**src/rtl/obstacle_manager.sv**
```systemverilog
// Obstacle slot manager: spawns obstacles at SPAWN_X after a randomised gap, scrolls
// them left at a speed that ramps with play time, and retires them at the left edge.
module obstacle_manager #(
  parameter int NUM_OBS        = 2,
  parameter int POS_W          = 9,
  parameter int TYPE_W         = 3,
  parameter int SPAWN_X        = 250,
  parameter int MIN_GAP        = 60,
  parameter int START_SPEED    = 1,
  parameter int MAX_SPEED      = 4,
  parameter int SPEED_UP_TICKS = 600
) (
  input  logic                      clk,
  input  logic                      rst_n,
  input  logic                      game_tick,
  input  logic                      run,
  input  logic                      clear,
  input  logic [7:0]                rng,
  output logic [NUM_OBS*POS_W-1:0]  obs_pos,
  output logic [NUM_OBS*TYPE_W-1:0] obs_type,
  output logic [NUM_OBS-1:0]        obs_active,
  output logic [3:0]                speed,
  output logic                      spawn_pulse
);

  localparam int TC_W = (SPEED_UP_TICKS > 1) ? $clog2(SPEED_UP_TICKS) : 1;
  localparam logic [POS_W-1:0] GAP_MAX = '1;

  logic [POS_W-1:0] gap_cnt, next_gap;
  logic [TC_W-1:0]  tick_cnt;

  logic [NUM_OBS*POS_W-1:0]  pos_d;
  logic [NUM_OBS*TYPE_W-1:0] typ_d;
  logic [NUM_OBS-1:0]        act_d;
  logic [3:0]                speed_d;
  logic [POS_W-1:0]          gap_d, next_gap_d;
  logic [TC_W-1:0]           tick_d;
  logic                      spawn_d, do_spawn, placed;

  function automatic logic [POS_W-1:0] sat_gap(input logic [POS_W-1:0] gap,
                                               input logic [3:0] spd);
    logic [POS_W:0] sum;
    sum = {1'b0, gap} + (POS_W+1)'(spd);
    return sum[POS_W] ? GAP_MAX : sum[POS_W-1:0];
  endfunction

  function automatic logic [3:0] sat_speed(input logic [3:0] spd);
    return (spd >= 4'(MAX_SPEED)) ? 4'(MAX_SPEED) : spd + 4'd1;
  endfunction

  function automatic logic retires(input logic [POS_W-1:0] pos, input logic [3:0] spd);
    return (POS_W+4)'(pos) < (POS_W+4)'(spd);
  endfunction

  always_comb begin
    pos_d      = obs_pos;
    typ_d      = obs_type;
    act_d      = obs_active;
    speed_d    = speed;
    gap_d      = gap_cnt;
    next_gap_d = next_gap;
    tick_d     = tick_cnt;
    spawn_d    = 1'b0;
    placed     = 1'b0;
    // Spawn decision uses pre-tick occupancy, so a slot retiring now stays empty this tick
    do_spawn   = (gap_cnt >= next_gap) && !(&obs_active);
    if (game_tick && run) begin
      for (int i = 0; i < NUM_OBS; i++) begin
        if (obs_active[i]) begin
          if (retires(obs_pos[i*POS_W +: POS_W], speed)) begin
            act_d[i]                = 1'b0;
            pos_d[i*POS_W +: POS_W] = '0;
          end else begin
            pos_d[i*POS_W +: POS_W] = obs_pos[i*POS_W +: POS_W] - POS_W'(speed);
          end
        end else if (do_spawn && !placed) begin
          act_d[i]                  = 1'b1;
          pos_d[i*POS_W +: POS_W]   = POS_W'(SPAWN_X);
          typ_d[i*TYPE_W +: TYPE_W] = rng[TYPE_W-1:0];
          placed                    = 1'b1;
        end
      end
      spawn_d = do_spawn;
      if (do_spawn) begin
        gap_d      = '0;
        next_gap_d = POS_W'(MIN_GAP) + POS_W'({rng[7:4], 2'b00});
      end else begin
        gap_d = sat_gap(gap_cnt, speed);
      end
      if (tick_cnt == TC_W'(SPEED_UP_TICKS - 1)) begin
        tick_d  = '0;
        speed_d = sat_speed(speed);
      end else begin
        tick_d = tick_cnt + TC_W'(1);
      end
    end
  end

  always_ff @(posedge clk) begin
    if (!rst_n || clear) begin
      obs_pos     <= '0;
      obs_type    <= '0;
      obs_active  <= '0;
      speed       <= 4'(START_SPEED);
      gap_cnt     <= '0;
      next_gap    <= POS_W'(MIN_GAP);
      tick_cnt    <= '0;
      spawn_pulse <= 1'b0;
    end else begin
      obs_pos     <= pos_d;
      obs_type    <= typ_d;
      obs_active  <= act_d;
      speed       <= speed_d;
      gap_cnt     <= gap_d;
      next_gap    <= next_gap_d;
      tick_cnt    <= tick_d;
      spawn_pulse <= spawn_d;
    end
  end

endmodule

```
**config.mk**
```make
export PLATFORM = sky130hd
export DESIGN_NAME = obstacle_manager
export DESIGN_NICKNAME = d
export VERILOG_FILES = /design/src/rtl/obstacle_manager.sv
export SDC_FILE = /design/constraint.sdc
export NUM_CORES = 1
export LEC_CHECK = 0
export BUFFER_PORTS_ARGS = -buffer_cell sky130_fd_sc_hd__buf_2
export CAP_MARGIN = 5
export CORE_AREA = 2 2 78 88
export DETAILED_ROUTE_END_ITERATION = 8
export DIE_AREA = 0 0 80 90
export PLACE_DENSITY = 0.79
export SLEW_MARGIN = 20
export SYNTH_ARGS = -nofsm -noshare
export SYNTH_HDL_FRONTEND = slang
export SYNTH_SLANG_ARGS = --single-unit
```
**constraint.sdc**
```tcl
create_clock -name clk -period 5.4 [get_ports clk]
set_input_delay 0.54 -clock clk [delete_from_list [all_inputs] [get_ports clk]]
set_output_delay 0.54 -clock clk [all_outputs]
set_load 0.1 [all_outputs]
```
==> impl_metrics.env, run 1 <==
export IMPL_yosysSeqAreaShare=0.359
export IMPL_coreArea_um2=6360
export IMPL_grt_max_degree=33
export IMPL_power_leakage_nw=1.49
export IMPL_async_flop_share=0
export IMPL_start_util=0.482
export IMPL_numCtsBuffers=5
export IMPL_synth_edf_count=0
export IMPL_firstDrtPassIters=4
export IMPL_start_kind="register"
export IMPL_clkLatencyLatePin_ns=0.30
export IMPL_yosys_area_share_simple=0.238
export IMPL_netlist_area_um2=3070
export IMPL_share_seq_of_total_power=0.586
export IMPL_hold_buffers=0
export IMPL_vias_per_cell=5.71
export IMPL_fin_nets=444
export IMPL_area_growth_pct=12.6
export IMPL_outcome="finished, final reports clean"
export IMPL_dpl_cell_area_um2=3350
export IMPL_crit_type="register to register"
export IMPL_critPathMaxFanout=7
export IMPL_p_comb_frac=0.037
export IMPL_diodes=0
export IMPL_p_per_area_nw_per_um2=201
export IMPL_grt_setup_unrepaired="false"
export IMPL_synthCells=369
export IMPL_grt_overflow=0
export IMPL_synth_seq_cells=55
export IMPL_final_hold_viol_count=0
export IMPL_yosys_most_used_dff="dfxtp_1"
export IMPL_synth_fa_ha_area_frac=0.101
export IMPL_grt_pass1_wl_um=11600
export IMPL_finalSetupViolCount=0
export IMPL_yosysWarnings=0
export IMPL_portBuffers=42
export IMPL_setup_tns_ns=0
export IMPL_wirelength_um=6910
export IMPL_antenna_found_initial=0
export IMPL_relSlewSlack=0.299
export IMPL_cts_buffer_depth=2
export IMPL_drt_wirelength_per_cell_um=14.1
export IMPL_post_route_period_util=0.453
export IMPL_finClkSkew_ns=0.00581
export IMPL_synth_top_family_by_area="simple AND/OR/NAND/NOR gates"
export IMPL_synth_compound_area_frac=0.203
export IMPL_p_int_w=0.000550
export IMPL_layout_drive_gt1_share=0.145
export IMPL_avgSynthCellArea_um2=8.31
export IMPL_crit_arrival_ns=2.62
export IMPL_die_area_um2=7200
export IMPL_peakVddDrop_mv=0.112
export IMPL_num_rows=31
export IMPL_tightest_slew_ns=1.05
export IMPL_required_ns=5.58
export IMPL_grtUsageTotal=0.196
export IMPL_postLayoutCellArea_um2=3450
export IMPL_max_freq_ghz=0.409
export IMPL_p_sw_w=0.000144
export IMPL_synth_fp_nets=405
export IMPL_drc=0
export IMPL_drv_slew=0
export IMPL_tritoncts="done"
export IMPL_cts_sinks=55
export IMPL_finalWeightedCongestion=0.905
export IMPL_end_kind="register"
export IMPL_postCtsSetupBuffers=0
export IMPL_synth_mux_area_frac=0.0163
export IMPL_pwr_share_clk=0.377
export IMPL_hold_path_class="register to register"
export IMPL_postRouteAntennaNets=0
export IMPL_layout_commonest_cell="dfxtp_1"
export IMPL_ys_types=59
export IMPL_min_period_ns=2.44
export IMPL_grt_pass1_vias=2598
export IMPL_initialDrtViolationCount=201
export IMPL_swShare=0.207
export IMPL_via_count=2799
export IMPL_dp_hpwl_um=5070
export IMPL_final_cell_mix="55 x dfxtp_1, 42 x buf_2, 41 x nand2_1, 32 x nor2_1, 27 x a21oi_1"
export IMPL_clk_pin_slew_ns=0.09
export IMPL_cts_root_buf="clkbuf_8"
export IMPL_die_w_um=80
export IMPL_ios=44
export IMPL_h_tree_depth=2
export IMPL_cts_resized=0
export IMPL_drv_cap=0
export IMPL_die_h_um=90
export IMPL_synth_xor_area_frac=0.0429
## metal layers
metal	vias up	part of all wire	track usage
met1	1292	0.44	0.254
met4	0	0.013	0.0579
met3	7	0.052	0.0311
li1	1419	-	-
met2	81	0.50	0.332
met5	-	0	0
## flip-flops by register name (all words and copies together), names as in the netlist
register	cells
tick_cnt	10
obs_active	2
obs_pos	18
speed	4
gap_cnt	9
next_gap	5
spawn_pulse	1
obs_type	6
## logic make-up (layout without fill, tap and decap cells)
kind of cell,after synthesis,in the layout
fa+ha+maj,23,23
mux,5,5
xor+xnor,15,15
simple gates,145,145
compound gates,94,94
buf+inv,32,71
flops,55,55
## cell usage after synthesis, types with 3 or more instances
library cell  count  area share
mux2i_1           5       0.016
o21ai_0          18       0.029
xnor2_1           6       0.017
fa_1              3       0.020
a22o_1            4       0.011
ha_1             20       0.082
a31oi_1           7       0.014
and3_1            6       0.012
or3_1             3      0.0061
inv_1            20       0.024
nor2_1           32       0.039
o31ai_1           4      0.0098
a211oi_1          4      0.0098
nand4b_1          3      0.0086
o32ai_1           3      0.0086
o21a_1            4      0.0098
a21oi_1          27       0.044
nand2b_1          5       0.010
nand2_1          41       0.050
xor2_1            9       0.026
nand3_1          14       0.023
nor4_1            4      0.0082
dfxtp_1          55        0.36
nor3_1           13       0.021
nor2b_1           4      0.0082
clkbuf_1         11       0.013
nand4_1           5       0.010
## area by class of cell
class | instances | area (um^2)
clock buffer | 6 | 72.6
clock inverter | 1 | 30.0
fill | 582 | 2910
inverter | 20 | 75.1
multi-input combinational | 282 | 1850
sequential | 55 | 1100
tap | 82 | 103
timing repair buffer | 44 | 225
## power groups by stage
| stage | registers (W) | clock network (W) | logic (W) |
|---|---|---|---|
| after floorplan | 0.000416 | 0 | 0.0000156 |
| after global placement | 0.000416 | 0 | 0.0000253 |
| after detailed placement | 0.000416 | 0 | 0.0000255 |
| after CTS | 0.000407 | 0.000270 | 0.0000258 |
| after global routing | 0.000407 | 0.000280 | 0.0000286 |
| final | 0.000407 | 0.000262 | 0.0000255 |
## worst max-delay path, stage by stage, from the launching register on
cell and delay [ns]:
dfxtp_1 0.49, ha_1 0.24, inv_1 0.07, fa_1 0.39, nor2b_1 0.22, o221ai_1 0.25, a2111oi_0 0.59, nor3_1 0.08
## path summary, 6_finish.rpt
check                                              start                       end  slack, ns  cells past startpoint
worst max-delay path               speed[0]$_SDFFE_PP1P_   gap_cnt[8]$_SDFFE_PP0P_       2.96                      7
worst min-delay path            obs_type[2]$_SDFFE_PP0P_  obs_type[2]$_SDFFE_PP0P_       0.48                      2
worst max register to register     speed[0]$_SDFFE_PP1P_   gap_cnt[8]$_SDFFE_PP0P_       2.96                      7
worst min register to register  obs_type[2]$_SDFFE_PP0P_  obs_type[2]$_SDFFE_PP0P_       0.48                      2
## per-stage QoR
stage / power [W] / util / instances / worst slack [ns] / hold WS (ns)
floorplan: 0.000431 / - / 369 / 2.35 / 0.444
global placement: 0.000441 / 0.527 / 483 / 2.95 / 0.451
detailed placement: 0.000442 / 0.527 / 483 / 2.92 / 0.465
CTS: 0.000703 / 0.543 / 490 / 2.94 / 0.485
global route: 0.000716 / 0.543 / 490 / 2.78 / 0.502
finish: 0.000694 / 0.543 / 490 / 2.96 / 0.479
No activity file was read; power rests on OpenSTA's default activity.
==> run 2: changes to the inputs <==
ABC_AREA = 1   (was unset)
CORE_AREA = 2 2 82 92   (was 2 2 78 88)
DIE_AREA = 0 0 84 94   (was 0 0 80 90)
clock period = 2.3 ns   (was 5.4 ns; I/O delays follow)
==> impl_metrics.env, run 2 <==
export IMPL_outcome="finished, final reports clean"
export IMPL_post_route_period_util=0.899
export IMPL_clkLatencyLatePin_ns=0.32
export IMPL_area_growth_pct=12.4
export IMPL_cts_root_buf="clkbuf_8"
export IMPL_final_hold_viol_count=0
export IMPL_numCtsBuffers=5
export IMPL_multi_input_area_um2=2010
export IMPL_start_kind="register"
export IMPL_yosysWarnings=0
export IMPL_portBuffers=42
export IMPL_relSlewSlack=0.488
export IMPL_coreArea_um2=6930
export IMPL_grt_pass1_wl_um=13400
export IMPL_netlist_area_um2=3410
export IMPL_power_leakage_nw=1.85
export IMPL_postCtsSetupBuffers=0
export IMPL_drc=0
export IMPL_synth_seq_cells=55
export IMPL_cts_sinks=55
export IMPL_hold_slack_ns=0.130
export IMPL_met2_length_um=3920
export IMPL_startpoint="speed[0]$_SDFFE_PP1P_"
export IMPL_crit_arrival_ns=2.28
export IMPL_start_util=0.492
export IMPL_finalWeightedCongestion=0.905
export IMPL_hold_buffers=0
export IMPL_yosys_most_used_dff="dfxtp_1"
export IMPL_biggestRegsByFlops="obs_pos: 18 flops, tick_cnt: 10 flops, gap_cnt: 9 flops"
export IMPL_peakVddDrop_mv=0.277
export IMPL_layout_commonest_cell="nand2_1"
export IMPL_met1_length_um=3360
export IMPL_avgSynthCellArea_um2=6.74
export IMPL_worstHoldStart="rng[4]"
export IMPL_ys_types=37
export IMPL_p_per_area_nw_per_um2=442
export IMPL_drv_cap=0
export IMPL_wirelength_um=7720
export IMPL_min_period_ns=2.07
export IMPL_grt_overflow=0
export IMPL_synth_fp_nets=542
export IMPL_seqCellArea_um2=1110
export IMPL_worst_r2r_startpoint="speed[0]$_SDFFE_PP1P_"
export IMPL_end_kind="register"
export IMPL_grt_max_degree=23
export IMPL_tritoncts="done"
export IMPL_cts_resized=0
export IMPL_synth_commonest_cells="121 x nand2_1, 66 x nor2_1, 63 x inv_1, 55 x dfxtp_1, 40 x nand3_1"
export IMPL_wl_met3_um=306
export IMPL_max_freq_ghz=0.484
export IMPL_drv_slew=0
export IMPL_largest_reg_flops=18
export IMPL_layout_drive_gt1_share=0.167
export IMPL_die_h_um=94
export IMPL_via_count=3307
export IMPL_clk_pin_slew_ns=0.11
export IMPL_async_flop_share=0
export IMPL_tightest_slew_ns=0.767
export IMPL_fillers=678
export IMPL_drt_wirelength_per_cell_um=12.1
export IMPL_final_cell_mix="121 x nand2_1, 66 x nor2_1, 63 x inv_1, 50 x dfxtp_1, 42 x buf_2"
export IMPL_vias_per_cell=5.19
export IMPL_critPathMaxFanout=7
export IMPL_dp_hpwl_um=5960
export IMPL_postLayoutCellArea_um2=3830
export IMPL_topRoutingLayerUsed="met4"
export IMPL_firstDrtPassIters=4
export IMPL_synth_edf_count=0
export IMPL_grtUsageTotal=0.202
export IMPL_grt_setup_unrepaired="false"
export IMPL_initialDrtViolationCount=130
export IMPL_num_rows=32
export IMPL_largest_register="obs_pos"
export IMPL_yosysSeqAreaShare=0.323
export IMPL_pre_cts_ws_ns=0.283
export IMPL_required_ns=2.51
export IMPL_hold_path_class="input port to register"
export IMPL_ios=44
export IMPL_synth_most_common_cell="nand2_1"
export IMPL_yosysTopAreaCell="dfxtp_1"
export IMPL_crit_type="register to register"
export IMPL_die_w_um=84
export IMPL_cts_buffer_depth=2
export IMPL_finClkSkew_ns=0.0141
export IMPL_grt_pass1_vias=3159
export IMPL_antenna_found_initial=0
export IMPL_diodes=0
export IMPL_synth_top_area_frac=0.323
export IMPL_dpl_cell_area_um2=3710
export IMPL_fin_nets=587
export IMPL_synth_top_cells_by_area="dfxtp_1 32%, nand2_1 13%, ha_1 7.3%, nor2_1 7.3%, inv_1 6.9%"
export IMPL_synthCells=506
export IMPL_postRouteAntennaNets=0
export IMPL_setup_tns_ns=0
export IMPL_final_setup_worst_slack_ns=0.232
export IMPL_die_area_um2=7900
export IMPL_finalSetupViolCount=0
export IMPL_h_tree_depth=2
run 2: cell types whose count changed in the layout (fill, tap and decap cells not counted), moves of 7 or more:
cell	before	now
nand2_2	0	7
nor2_1	32	66
inv_1	20	63
nand4_1	5	15
a21oi_1	27	36
nand3_1	14	40
nand2_1	41	121
run 2: where the power goes:
part,internal (W),leakage [nW],switching (W),total [W]
registers,0.000953,0.445,0.00000148,0.000955
clock network,0.000353,0.0612,0.000324,0.000677
logic,0.0000194,1.35,0.0000428,0.0000622
total,0.00133,1.85,0.000368,0.00169
run 2: cell type report:
type                            count  area share
Multi-Input combinational cell    376       0.525
Sequential cell                    55       0.289
Inverter                           68      0.0666
Tap cell                           85      0.0278
Clock buffer                        6      0.0216
Clock inverter                      2     0.00914
Timing Repair Buffer               45      0.0607
run 2: worst paths after layout:
| path | cells after the start | end | slack, ns |
|---|---|---|---|
| setup / recovery | 11 | obs_pos[15]$_SDFFE_PP0P_ | 0.23 |
| setup reg to reg | 11 | obs_pos[15]$_SDFFE_PP0P_ | 0.23 |
| hold reg to reg | 2 | obs_type[4]$_SDFFE_PP0P_ | 0.47 |
| hold / removal | 2 | next_gap[2]$_SDFFE_PP1P_ | 0.13 |
run 2: stage by stage:
stage / cells / util / total power (W)
after floorplan: 506 / - / 0.00102
after global placement: 629 / 0.536 / 0.00104
after detailed placement: 629 / 0.536 / 0.00104
after CTS: 637 / 0.553 / 0.00171
after global routing: 637 / 0.553 / 0.00176
final: 637 / 0.553 / 0.00169
run 2: per-layer routing:
layer  GRT usage  vias up
met5           0        -
met4      0.0632        0
met3      0.0255       10
met2       0.386       61
met1       0.234     1510
li1            -     1726
run 2: cell families (layout without fill, tap and decap cells):
family	after synthesis	in the layout	share of synthesized area
fa+ha+maj	23	23	0.0910
flops	55	55	0.323
compound gates	61	61	0.0980
simple gates	282	282	0.376
xor+xnor	10	10	0.0257
buf+inv	75	121	0.0866
run 2: worst max-delay path: stages (launching register included):
cell	delay (ns)
dfxtp_2	0.45
ha_1	0.21
inv_1	0.07
fa_1	0.40
nand2_1	0.11
nand2_1	0.06
a21oi_1	0.28
nand4_1	0.12
nand3_1	0.10
nand2_1	0.06
nand2_1	0.07
nor2_1	0.04
==> run 3: changes to the inputs <==
ABC_AREA = unset   (was 1)
CORE_AREA = 2 2 78 88   (was 2 2 82 92)
DIE_AREA = 0 0 80 90   (was 0 0 84 94)
==> impl_metrics.env, run 3 (synthesis gave the netlist of run 1 again) <==
export IMPL_outcome="finished, final reports clean"
export IMPL_min_period_ns=2.21
export IMPL_holdPathStages=3
export IMPL_final_setup_worst_slack_ns=0.0948
export IMPL_start_kind="register"
export IMPL_hold_buffers=0
export IMPL_max_freq_ghz=0.453
export IMPL_layout_drive_gt1_share=0.217
export IMPL_power_leakage_nw=1.56
export IMPL_postRouteAntennaNets=0
export IMPL_share_seq_of_total_power=0.539
export IMPL_relSlewSlack=0.560
export IMPL_finalPower_w=0.00176
export IMPL_largest_reg_flops=18
export IMPL_p_sw_w=0.000358
export IMPL_grt_overflow=0
export IMPL_cts_root_buf="clkbuf_8"
export IMPL_postLayoutCellArea_um2=3620
export IMPL_hold_slack_ns=0.178
export IMPL_p_comb_frac=0.037
export IMPL_hold_path_class="input port to register"
export IMPL_antenna_found_initial=0
export IMPL_worstHoldStart="rng[0]"
export IMPL_largest_register="obs_pos"
export IMPL_drv_slew=0
export IMPL_p_per_area_nw_per_um2=487
export IMPL_dpl_cell_area_um2=3460
export IMPL_peakVddDrop_mv=0.246
export IMPL_grtUsageTotal=0.214
export IMPL_critPathMaxStageDelay_ns=0.41
export IMPL_crit_type="register to register"
export IMPL_required_ns=2.55
export IMPL_portBuffers=42
export IMPL_final_hold_viol_count=0
export IMPL_tightest_slew_ns=0.659
export IMPL_diodes=0
export IMPL_grt_max_degree=19
export IMPL_num_rows=31
export IMPL_drc=0
export IMPL_grt_pass1_wl_um=12600
export IMPL_r2r_slack_ns=0.09
export IMPL_clk_pin_slew_ns=0.10
export IMPL_grt_pass1_vias=2767
export IMPL_end_kind="register"
export IMPL_path_buf_inv=2
export IMPL_wirelength_um=7490
export IMPL_coreArea_um2=6360
export IMPL_instances_no_fill=502
export IMPL_cts_buffer_depth=2
export IMPL_finClkSkew_ns=0.00676
export IMPL_h_tree_depth=2
export IMPL_numCtsBuffers=5
export IMPL_swShare=0.203
export IMPL_biggestRegsByFlops="obs_pos: 18 flops, tick_cnt: 10 flops, gap_cnt: 9 flops"
export IMPL_initialDrtViolationCount=251
export IMPL_p_int_w=0.00141
export IMPL_clkLatencyLatePin_ns=0.31
export IMPL_final_cell_mix="42 x dfxtp_1, 42 x buf_2, 41 x nand2_1, 32 x nor2_1, 26 x a21oi_1"
export IMPL_die_h_um=90
export IMPL_finalSetupViolCount=0
export IMPL_critPathMaxFanout=3
export IMPL_drt_wirelength_per_cell_um=14.9
export IMPL_vias_per_cell=5.77
export IMPL_finalWeightedCongestion=0.944
export IMPL_dp_cells=492
export IMPL_pwr_share_clk=0.424
export IMPL_cp_top_family="simple AND/OR/NAND/NOR gates"
export IMPL_r2r_end="obs_pos[15]$_SDFFE_PP0P_"
export IMPL_r2r_cells=9
export IMPL_fin_nets=455
export IMPL_via_count=2899
export IMPL_die_w_um=80
export IMPL_tritoncts="done"
export IMPL_die_area_um2=7200
export IMPL_cts_sinks=55
export IMPL_worstPathCellList="inv_2, ha_4, inv_1, fa_2, a21oi_2, o21ai_2, or4_4, or3b_1, a31oi_1"
export IMPL_cp_slowest_cell="or4_4"
export IMPL_ios=44
export IMPL_firstDrtPassIters=5
export IMPL_pre_cts_ws_ns=0.0814
export IMPL_start_util=0.482
export IMPL_drv_cap=0
export IMPL_crit_arrival_ns=2.45
export IMPL_dp_hpwl_um=5480
export IMPL_worst_r2r_startpoint="obs_pos[9]$_SDFFE_PP0P_"
export IMPL_area_growth_pct=18.1
export IMPL_post_route_period_util=0.959
export IMPL_min_delay_worst_endpoint="obs_type[3]$_SDFFE_PP0P_"
-- run 3: how the worst max path moves through the flow --
stage / start / end / slack, ns / cells after the start
floorplan: speed[1]$_SDFFE_PP0P_ / obs_pos[15]$_SDFFE_PP0P_ / -0.08 / 7
global placement: speed[1]$_SDFFE_PP0P_ / obs_pos[15]$_SDFFE_PP0P_ / 0.14 / 7
detailed placement: speed[1]$_SDFFE_PP0P_ / obs_pos[15]$_SDFFE_PP0P_ / 0.08 / 7
CTS: speed[1]$_SDFFE_PP0P_ / obs_pos[15]$_SDFFE_PP0P_ / 0.07 / 7
global route: gap_cnt[0]$_SDFFE_PP0P_ / gap_cnt[8]$_SDFFE_PP0P_ / -0.07 / 7
finish: obs_pos[9]$_SDFFE_PP0P_ / obs_pos[15]$_SDFFE_PP0P_ / 0.09 / 9
-- run 3: per-layer routing --
layer	track usage	wire length [um]	up-vias
li1	-	-	1434
met1	0.266	3230	1366
met4	0.0862	138	0
met3	0.0412	365	15
met2	0.359	3760	84
met5	0	0	-
-- run 3: through the flow --
stage,utilization,TNS [ns]
3_5_place_dp,0.544,0
3_3_place_gp,0.544,0
6_report,0.569,0
4_1_cts,0.565,0
5_1_grt,0.569,-0.0741
2_1_floorplan,-,-0.0835
-- run 3: area by class of cell --
| type | instances | area, um^2 |
|---|---|---|
| Inverter | 20 | 78.8 |
| Tap cell | 82 | 103 |
| Fill cell | 605 | 2740 |
| Timing Repair Buffer | 55 | 308 |
| Sequential cell | 55 | 1120 |
| Clock buffer | 6 | 72.6 |
| Clock inverter | 2 | 60.1 |
| Multi-Input combinational cell | 282 | 1870 |
-- run 3: power groups by stage --
| stage | combinational, W | sequential (W) | clock [W] |
|---|---|---|---|
| finish | 0.0000649 | 0.000951 | 0.000749 |
| global route | 0.0000716 | 0.000952 | 0.000801 |
| CTS | 0.0000646 | 0.000951 | 0.000765 |
| detailed placement | 0.0000639 | 0.000973 | 0 |
| global placement | 0.0000627 | 0.000973 | 0 |
| floorplan | 0.0000365 | 0.000973 | 0 |
-- run 3: worst min-delay path, stage by stage --
cell	delay (ns)
buf_2	0.10
nand2_1	0.06
o21ai_0	0.06
-- run 3: what timing repair did --
action / in CTS / in global routing
endpoints found under the setup margin: 0 / 4
gates resized for setup: 0 / 5
buffers inserted: 0 / 2
